<file path="src/rtl/audio_pkg.sv">
// Shared audio definitions for the I2S transmit path.
//   SAMPLE_W  : default bits per channel sample
//   LEFT/RIGHT: channel indices into a stereo sample (left = 0)
//   stereo_t  : packed stereo sample, [LEFT] and [RIGHT] words, two's complement
package audio_pkg;

  localparam int unsigned SAMPLE_W = 16;

  // Channel indices; one bit wide so they index a [1:0] dimension cleanly.
  localparam logic LEFT  = 1'b0;
  localparam logic RIGHT = 1'b1;

  typedef logic [1:0][SAMPLE_W-1:0] stereo_t;

endpackage : audio_pkg

</file>
<file path="src/rtl/i2s_clk_gen.sv">
// I2S bit-clock generator.
// Divides clk by 2*CLK_DIV to produce a registered bit clock and flags the
// clk edge on which that bit clock falls.
// Ports:
//   clk        : system clock
//   reset_n    : asynchronous active-low reset
//   en         : run enable; low parks the divider at 0 and the bit clock low
//   i2s_bclk   : registered bit clock
//   fall_evt_c : combinational strobe, high in the cycle whose clk edge
//                takes i2s_bclk from 1 to 0
module i2s_clk_gen #(
  parameter int unsigned CLK_DIV = 4
) (
  input  logic clk,
  input  logic reset_n,
  input  logic en,
  output logic i2s_bclk,
  output logic fall_evt_c
);

  localparam int unsigned DIV_W = (CLK_DIV > 1) ? $clog2(CLK_DIV) : 1;
  localparam logic [DIV_W-1:0] DIV_LAST = DIV_W'(CLK_DIV - 1);

  logic [DIV_W-1:0] div_cnt_q, div_cnt_d;
  logic             bclk_q, bclk_d;
  logic             wrap_c;

  assign wrap_c = (div_cnt_q == DIV_LAST);

  // Divider next state: hold at zero while disabled, wrap and toggle otherwise.
  always_comb begin
    div_cnt_d = div_cnt_q;
    bclk_d    = bclk_q;
    if (!en) begin
      div_cnt_d = '0;
      bclk_d    = 1'b0;
    end else if (wrap_c) begin
      div_cnt_d = '0;
      bclk_d    = ~bclk_q;
    end else begin
      div_cnt_d = div_cnt_q + DIV_W'(1);
    end
  end

  always_ff @(posedge clk or negedge reset_n) begin
    if (!reset_n) begin
      div_cnt_q <= '0;
      bclk_q    <= 1'b0;
    end else begin
      div_cnt_q <= div_cnt_d;
      bclk_q    <= bclk_d;
    end
  end

  // The upcoming edge toggles a high bit clock, i.e. it is a falling edge.
  assign fall_evt_c = en & wrap_c & bclk_q;
  assign i2s_bclk   = bclk_q;

endmodule : i2s_clk_gen

</file>
<file path="src/rtl/i2s_tx.sv">
// I2S stereo transmitter (standard I2S framing, one-BCLK word-select lead).
// A single-entry holding register with a pending flag decouples the sample
// strobe from the frame rate; each frame load takes the pending sample or
// sends silence and flags an underrun.
// Ports:
//   clk        : system clock, all logic on posedge
//   reset_n    : asynchronous active-low reset
//   audio_in   : stereo sample, [0]=left, [1]=right
//   sample_en  : one-clk strobe, audio_in valid
//   tx_en      : transmit enable, low = interface idle
//   i2s_bclk   : bit clock
//   i2s_lrclk  : word select, 0=left, 1=right
//   i2s_sdata  : serial data, MSB first
//   frame_sync : pulse when a frame is loaded into the shifter
//   underrun   : pulse when a frame loads with no pending sample
//   overrun    : pulse when sample_en overwrites an unconsumed sample
module i2s_tx
  import audio_pkg::*;
#(
  parameter int unsigned DATA_W  = 16,
  parameter int unsigned CLK_DIV = 4
) (
  input  logic                   clk,
  input  logic                   reset_n,
  input  logic [1:0][DATA_W-1:0] audio_in,
  input  logic                   sample_en,
  input  logic                   tx_en,
  output logic                   i2s_bclk,
  output logic                   i2s_lrclk,
  output logic                   i2s_sdata,
  output logic                   frame_sync,
  output logic                   underrun,
  output logic                   overrun
);

  localparam int unsigned FRAME_W = 2 * DATA_W;
  localparam int unsigned BIT_W   = $clog2(FRAME_W);
  localparam logic [BIT_W-1:0] BIT_LAST = BIT_W'(FRAME_W - 1);
  // Word select is high one bit early, covering the last left bit and all
  // but the last right bit.
  localparam logic [BIT_W-1:0] LR_LO = BIT_W'(DATA_W - 1);
  localparam logic [BIT_W-1:0] LR_HI = BIT_W'(FRAME_W - 2);

  logic                   fall_evt_c;
  logic                   frame_load_c;

  logic [BIT_W-1:0]       bit_cnt_q, bit_cnt_d;
  logic [FRAME_W-1:0]     shifter_q, shifter_d;
  logic [1:0][DATA_W-1:0] holding_q, holding_d;
  logic                   pending_q, pending_d;
  logic                   lrclk_q, lrclk_d;
  logic                   frame_sync_q, frame_sync_d;
  logic                   underrun_q, underrun_d;
  logic                   overrun_q, overrun_d;

  i2s_clk_gen #(
    .CLK_DIV (CLK_DIV)
  ) u_clk_gen (
    .clk        (clk),
    .reset_n    (reset_n),
    .en         (tx_en),
    .i2s_bclk   (i2s_bclk),
    .fall_evt_c (fall_evt_c)
  );

  // A frame loads on the fall event that wraps the bit counter.
  assign frame_load_c = fall_evt_c & (bit_cnt_q == BIT_LAST);

  // Bit counter, shifter, word select and the sample handshake.
  always_comb begin
    bit_cnt_d    = bit_cnt_q;
    shifter_d    = shifter_q;
    holding_d    = holding_q;
    pending_d    = pending_q;
    lrclk_d      = lrclk_q;
    frame_sync_d = 1'b0;
    underrun_d   = 1'b0;
    overrun_d    = 1'b0;

    if (!tx_en) begin
      // Park so that re-enabling replays the post-reset timing.
      bit_cnt_d = BIT_LAST;
      shifter_d = '0;
      lrclk_d   = 1'b0;
    end else if (fall_evt_c) begin
      bit_cnt_d = frame_load_c ? '0 : bit_cnt_q + BIT_W'(1);
      lrclk_d   = (bit_cnt_d >= LR_LO) && (bit_cnt_d <= LR_HI);
      if (frame_load_c) begin
        frame_sync_d = 1'b1;
        if (pending_q) begin
          shifter_d = {holding_q[LEFT], holding_q[RIGHT]};
        end else begin
          shifter_d  = '0;
          underrun_d = 1'b1;
        end
      end else begin
        shifter_d = {shifter_q[FRAME_W-2:0], 1'b0};
      end
    end

    // The load consumes the old holding value before a same-cycle write.
    if (frame_load_c) begin
      pending_d = 1'b0;
    end
    if (sample_en) begin
      holding_d = audio_in;
      pending_d = 1'b1;
      overrun_d = pending_q & ~frame_load_c;
    end
  end

  always_ff @(posedge clk or negedge reset_n) begin
    if (!reset_n) begin
      bit_cnt_q    <= BIT_LAST;
      shifter_q    <= '0;
      holding_q    <= '0;
      pending_q    <= 1'b0;
      lrclk_q      <= 1'b0;
      frame_sync_q <= 1'b0;
      underrun_q   <= 1'b0;
      overrun_q    <= 1'b0;
    end else begin
      bit_cnt_q    <= bit_cnt_d;
      shifter_q    <= shifter_d;
      holding_q    <= holding_d;
      pending_q    <= pending_d;
      lrclk_q      <= lrclk_d;
      frame_sync_q <= frame_sync_d;
      underrun_q   <= underrun_d;
      overrun_q    <= overrun_d;
    end
  end

  assign i2s_lrclk  = lrclk_q;
  assign i2s_sdata  = shifter_q[FRAME_W-1];
  assign frame_sync = frame_sync_q;
  assign underrun   = underrun_q;
  assign overrun    = overrun_q;

endmodule : i2s_tx
</file>
<file path="config.mk">
export PLATFORM = sky130hd
export DESIGN_NAME = i2s_tx
export DESIGN_NICKNAME = d
export VERILOG_FILES = /design/src/rtl/audio_pkg.sv /design/src/rtl/i2s_clk_gen.sv /design/src/rtl/i2s_tx.sv
export SDC_FILE = /design/constraint.sdc
export NUM_CORES = 1
export LEC_CHECK = 0
export BUFFER_PORTS_ARGS = -buffer_cell sky130_fd_sc_hd__buf_2
export CAP_MARGIN = 20
export CELL_PAD_IN_SITES_DETAIL_PLACEMENT = 1
export CELL_PAD_IN_SITES_GLOBAL_PLACEMENT = 1
export CORE_ASPECT_RATIO = 0.9
export CORE_MARGIN = 3
export CORE_UTILIZATION = 45
export DETAILED_ROUTE_END_ITERATION = 10
export GPL_TIMING_DRIVEN = 1
export HOLD_SLACK_MARGIN = 0.03
export PLACE_DENSITY_LB_ADDON = 0.1
export SLEW_MARGIN = 10
export SYNTH_ARGS = -nofsm -noshare
export SYNTH_HDL_FRONTEND = slang
export SYNTH_SLANG_ARGS = --single-unit
</file>
<file path="constraint.sdc">
create_clock -name clk -period 3.4 [get_ports clk]
set_input_delay 0.68 -clock clk [delete_from_list [all_inputs] [get_ports clk]]
set_output_delay 0.68 -clock clk [all_outputs]
set_load 0.02 [all_outputs]
</file>
# Word-level counts from Yosys, hierarchy flattened
# Index checks and enable logic that the tools add are counted.
# word_totals
ff_bits	77
out_inout_bits	6
# op_classes
addsub	2
order_cmp	2
eq_ne	4
mux	23
bitwise	6
reduce_logical	2
# ops
operator	count
$mux 32	4
$mux 5	3
$mux 1	14
$add 5x1->5 const B	1
$eq 5x5->1 const B	1
$ge 5x4->1 const B	1
$le 5x5->1 const B	1
$and 1x1->1	4
$mux 2	2
$ne 2x1->1 const B	2
$add 2x1->2 const B	1
$eq 2x2->1 const B	1
$not 1->1	2
$reduce_bool 2->1	1
$logic_and 1x1->1	1

# Longest topological paths before layout
# depth
word_depth	9
ltp_mapped	8
depth_no_buf	6

# By module
# Synthesis repeated with hierarchy kept, for this count alone.
# hier_totals
hier_cells	282
hier_area_um2	3490.8
# modules_own_cells
module	instances	cells_each	area_each_um2	seq_area_each_um2
i2s_tx	1	273	3367.0	1858.0
i2s_clk_gen	1	9	123.9	75.1

# Worst setup path after synthesis
# OpenSTA, ideal clock, no wires.
# synth_timing
kind	register to register
from	register bit_cnt_q[0]
to	register lrclk_q (netlist: i2s_lrclk)
arrival_time_ps	1778
t_required_ps	3274
slack_ps	1496
path_stages_with_launch	8
synth_period_minus_slack_ps	1904
cell_sequence	dfstp_2 -> ha_1 -> and3_2 -> ha_1 -> clkbuf_2 -> buf_2 -> nor3_1 -> a221o_1
# synth_between
elab_chain_cells	7
elab_cells_between_ends	9
# synth_rtl
element	line	rtl
from (decl)	i2s_tx.sv:47	logic [BIT_W-1:0] bit_cnt_q, bit_cnt_d;
from (signal assigned)	i2s_tx.sv:123	bit_cnt_q <= bit_cnt_d;
branches (longest 2 deep; another with $add 5x1->5)	--	
$mux 5 (*)	i2s_tx.sv:86	bit_cnt_d = frame_load_c ? '0 : bit_cnt_q + BIT_W'(1);
$ge 5x4->1 or $le 5x5->1 (tied branches)	i2s_tx.sv:87	lrclk_d = (bit_cnt_d >= LR_LO) && (bit_cnt_d <= LR_HI);
$logic_and 1x1->1 (*)	i2s_tx.sv:87	
$mux 1 (*)	i2s_tx.sv:85	end else if (fall_evt_c) begin
$mux 1 (*)	i2s_tx.sv:80	if (!tx_en) begin
to (signal assigned)	i2s_tx.sv:127	lrclk_q <= lrclk_d;
to (decl)	i2s_tx.sv:51	logic lrclk_q, lrclk_d;
# Mark *: on every way between the ends. The select of a mux whose other input is x is not followed.
# A chain may end at the register's enable or synchronous reset.

# Worst setup path after layout
# Ends and elaborated chain as after synthesis.

==> impl_metrics.json <==
{
  "cts-resized-gates": 0,
  "die_area_um2": 8350,
  "finalNetCount": 367,
  "cpMaxStageDelayCell": "dfstp_2",
  "p_leak_uw": 0.00174,
  "antenna_found_initial": 0,
  "timing.fmax_mhz": 472,
  "ff2ff_setup_slack_ns": 1.28,
  "overflow": 0,
  "clock-sinks": 77,
  "synth_area_leader_cell": "dfrtp_1",
  "switching_share": 0.233,
  "cpPeakStageDelay_ns": 0.59,
  "hold_path_depth": 1,
  "worstHoldStart": "u_clk_gen.div_cnt_q[0]",
  "crit_family": "flip-flops",
  "layout_commonest_cell": "dfrtp_1",
  "n_fill_cell": 777,
  "syn_area_um2": 3280,
  "clkTransAtPathRegs_ns": 0.07,
  "grt_max_degree": 78,
  "internal_power_uw": 1340,
  "clockRootBuffer": "clkbuf_8",
  "report.final.slew_viol_count": 0,
  "synth_area_per_cell_um2": 11.2,
  "die_w_um": 96,
  "clk_path_buf_depth": 2,
  "cts_max_level": 3,
  "max-cap-violations": 0,
  "finalSetupTns_ns": 0,
  "yosysSeqAreaShare": 0.589,
  "ant_nets": 0,
  "period_needed_ns": 2.12,
  "cts_buffers": 9,
  "initial_core_util": 0.480,
  "viasPerCell": 5.35,
  "hpwl_um": 4240,
  "hold_class": "flip-flop to flip-flop",
  "hold_viol_final": 0,
  "status": "finished, final reports clean",
  "ff2ff_path_depth": 7,
  "cts_setup_buffers": 0,
  "synthCells": 293,
  "p_comb_frac": 0.102,
  "antenna_cells": 0,
  "critical_path_buf_inv_count": 1,
  "ioPinCount": 42,
  "p_sw_uw": 405,
  "grt_pass1_wl_um": 11600,
  "rsz0062_at_grt": "no",
  "worstPathMaxFanout": 37,
  "drive_above_1_share": 0.285,
  "vias": 2264,
  "fin_skew_ns": 0.00803,
  "place_congestion": 0.706,
  "p_clk_frac": 0.334,
  "worstSetupPathType": "flip-flop to flip-flop",
  "tritoncts": "built",
  "core_area_um2": 6830,
  "fp.dieH_um": 87,
  "path_cells": "ha_1 -> and3_2 -> ha_1 -> buf_4 -> nor2b_1 -> o311a_1 -> a221o_1",
  "grt_pass1_vias": 2386,
  "worst_pin_slew_ns": 0.966,
  "place_ws_ns": 1.06,
  "crit_required_ns": 3.62,
  "final.period_utilization": 0.623,
  "vdd_drop_max_uv": 238,
  "layout_setup_ws_ns": 1.28,
  "portBuffers": 41,
  "wl_per_cell_um": 16.1,
  "firstDrtPassIters": 4,
  "regToRegEndpoint": "i2s_lrclk",
  "seq_power_share": 0.564,
  "crit_arrival_ns": 2.34,
  "synth_cell_types": 30,
  "setup_viol": 0,
  "slew_headroom": 0.356,
  "syn-num-nets": 332,
  "hold_buffers": 0,
  "critPathLaunchType": "flip-flop",
  "clk_latency_ns": 0.34,
  "worstHoldEndpoint": "u_clk_gen.div_cnt_q[0]",
  "drcViolationCount": 0,
  "p_per_area_nw_per_um2": 470,
  "fp-row-count": 28,
  "final_cell_mix": "72 x dfrtp_1, 40 x buf_2, 34 x a21oi_1",
  "synthTopCellsByArea": "dfrtp_1 55%, mux2_2 11%, and3_1 6.3%, a21oi_1 5.2%, o21ai_0 4.6%",
  "worstSetupEndpointType": "flip-flop",
  "r2r_start": "bit_cnt_q[0]",
  "crit_path_frequent_cell": "ha_1",
  "synth_seq_cells": 77,
  "drt_iter0_drc": 98,
  "synthDominantCellAreaShare": 0.549,
  "ys_warn_count": 0,
  "routed_wl_um": 6810,
  "area_delta_synth_final_pct": 13.0,
  "track_usage": 0.182
}
Yosys cell counts:
master	n
and2_1	2
xnor2_1	1
ha_1	3
o21ai_0	30
a221o_1	1
clkbuf_2	1
a41oi_1	1
and3_1	33
o22a_1	4
a21oi_1	34
nor2_1	4
and3_2	1
mux2_2	32
a32o_1	1
nand3_1	2
nor3_1	2
buf_2	9
a21bo_2	1
o311a_1	1
inv_1	2
dfstp_2	5
nor2b_1	2
a21o_1	1
clkbuf_1	11
xor2_1	1
o21ai_1	1
nand2_1	33
o21a_1	1
dfrtp_1	72
a21boi_2	1
sequential cells by signal, indices dropped and copies added, names as in the netlist:
signal               flops
underrun                 1
bit_cnt_q                5
frame_sync               1
holding_q               32
shifter_q               32
pending_q                1
u_clk_gen.i2s_bclk       1
i2s_lrclk                1
overrun                  1
u_clk_gen.div_cnt_q      2
power groups by stage:
stage	combinational, µW	sequential, µW	clock [µW]
finish	178	983	583
global route	202	989	653
CTS	181	983	611
detailed placement	180	1000	0
global placement	172	998	0
floorplan	117	993	0
worst max path at each step:
stage                            start  cells after the start            to
after floorplan           bit_cnt_q[0]                      7     i2s_lrclk
after global placement    bit_cnt_q[0]                      6  shifter_q[8]
after detailed placement  bit_cnt_q[0]                      6  shifter_q[3]
after CTS                 bit_cnt_q[0]                      6  shifter_q[3]
after global routing      bit_cnt_q[0]                      7  shifter_q[3]
final                     bit_cnt_q[0]                      7     i2s_lrclk
cell families (layout without fill, tap and decap cells):
family / Yosys count / after routing / synth area share
mux: 32 / 32 / 0.110
fa+ha+maj: 3 / 3 / 0.0114
buf+inv: 23 / 63 / 0.0301
xor+xnor: 2 / 2 / 0.00534
simple gates: 79 / 79 / 0.121
compound gates: 77 / 77 / 0.133
flops: 77 / 77 / 0.589
cell type report:
type                            instances  area, µm²  area share
Multi-Input combinational cell        193       1250       0.337
Clock buffer                           16        160      0.0432
Timing Repair Buffer                   45        245      0.0661
Sequential cell                        77       1930       0.521
Inverter                                2       7.51     0.00202
Tap cell                               90        113      0.0304
through the flow:
| step | cells | cell area (µm²) | hold slack [ns] | util | total power [µW] |
|---|---|---|---|---|---|
| 2_1_floorplan | 293 | 3280 | 0.384 | - | 1110 |
| 6_report | 423 | 3710 | 0.442 | 0.543 | 1740 |
| 3_5_place_dp | 406 | 3530 | 0.433 | 0.517 | 1180 |
| 5_1_grt | 423 | 3710 | 0.462 | 0.543 | 1840 |
| 3_3_place_gp | 406 | 3530 | 0.420 | 0.517 | 1170 |
| 4_1_cts | 422 | 3690 | 0.442 | 0.540 | 1780 |
layer usage:
| metal | share of wire | track usage | up-vias |
|---|---|---|---|
| met3 | 0.034 | 0.0467 | 6 |
| met5 | 0 | 0 | - |
| met1 | 0.47 | 0.233 | 1119 |
| met4 | 0.014 | 0.0698 | 0 |
| met2 | 0.48 | 0.297 | 38 |
| li1 | - | - | 1101 |
(Power assumes the default switching activity.)
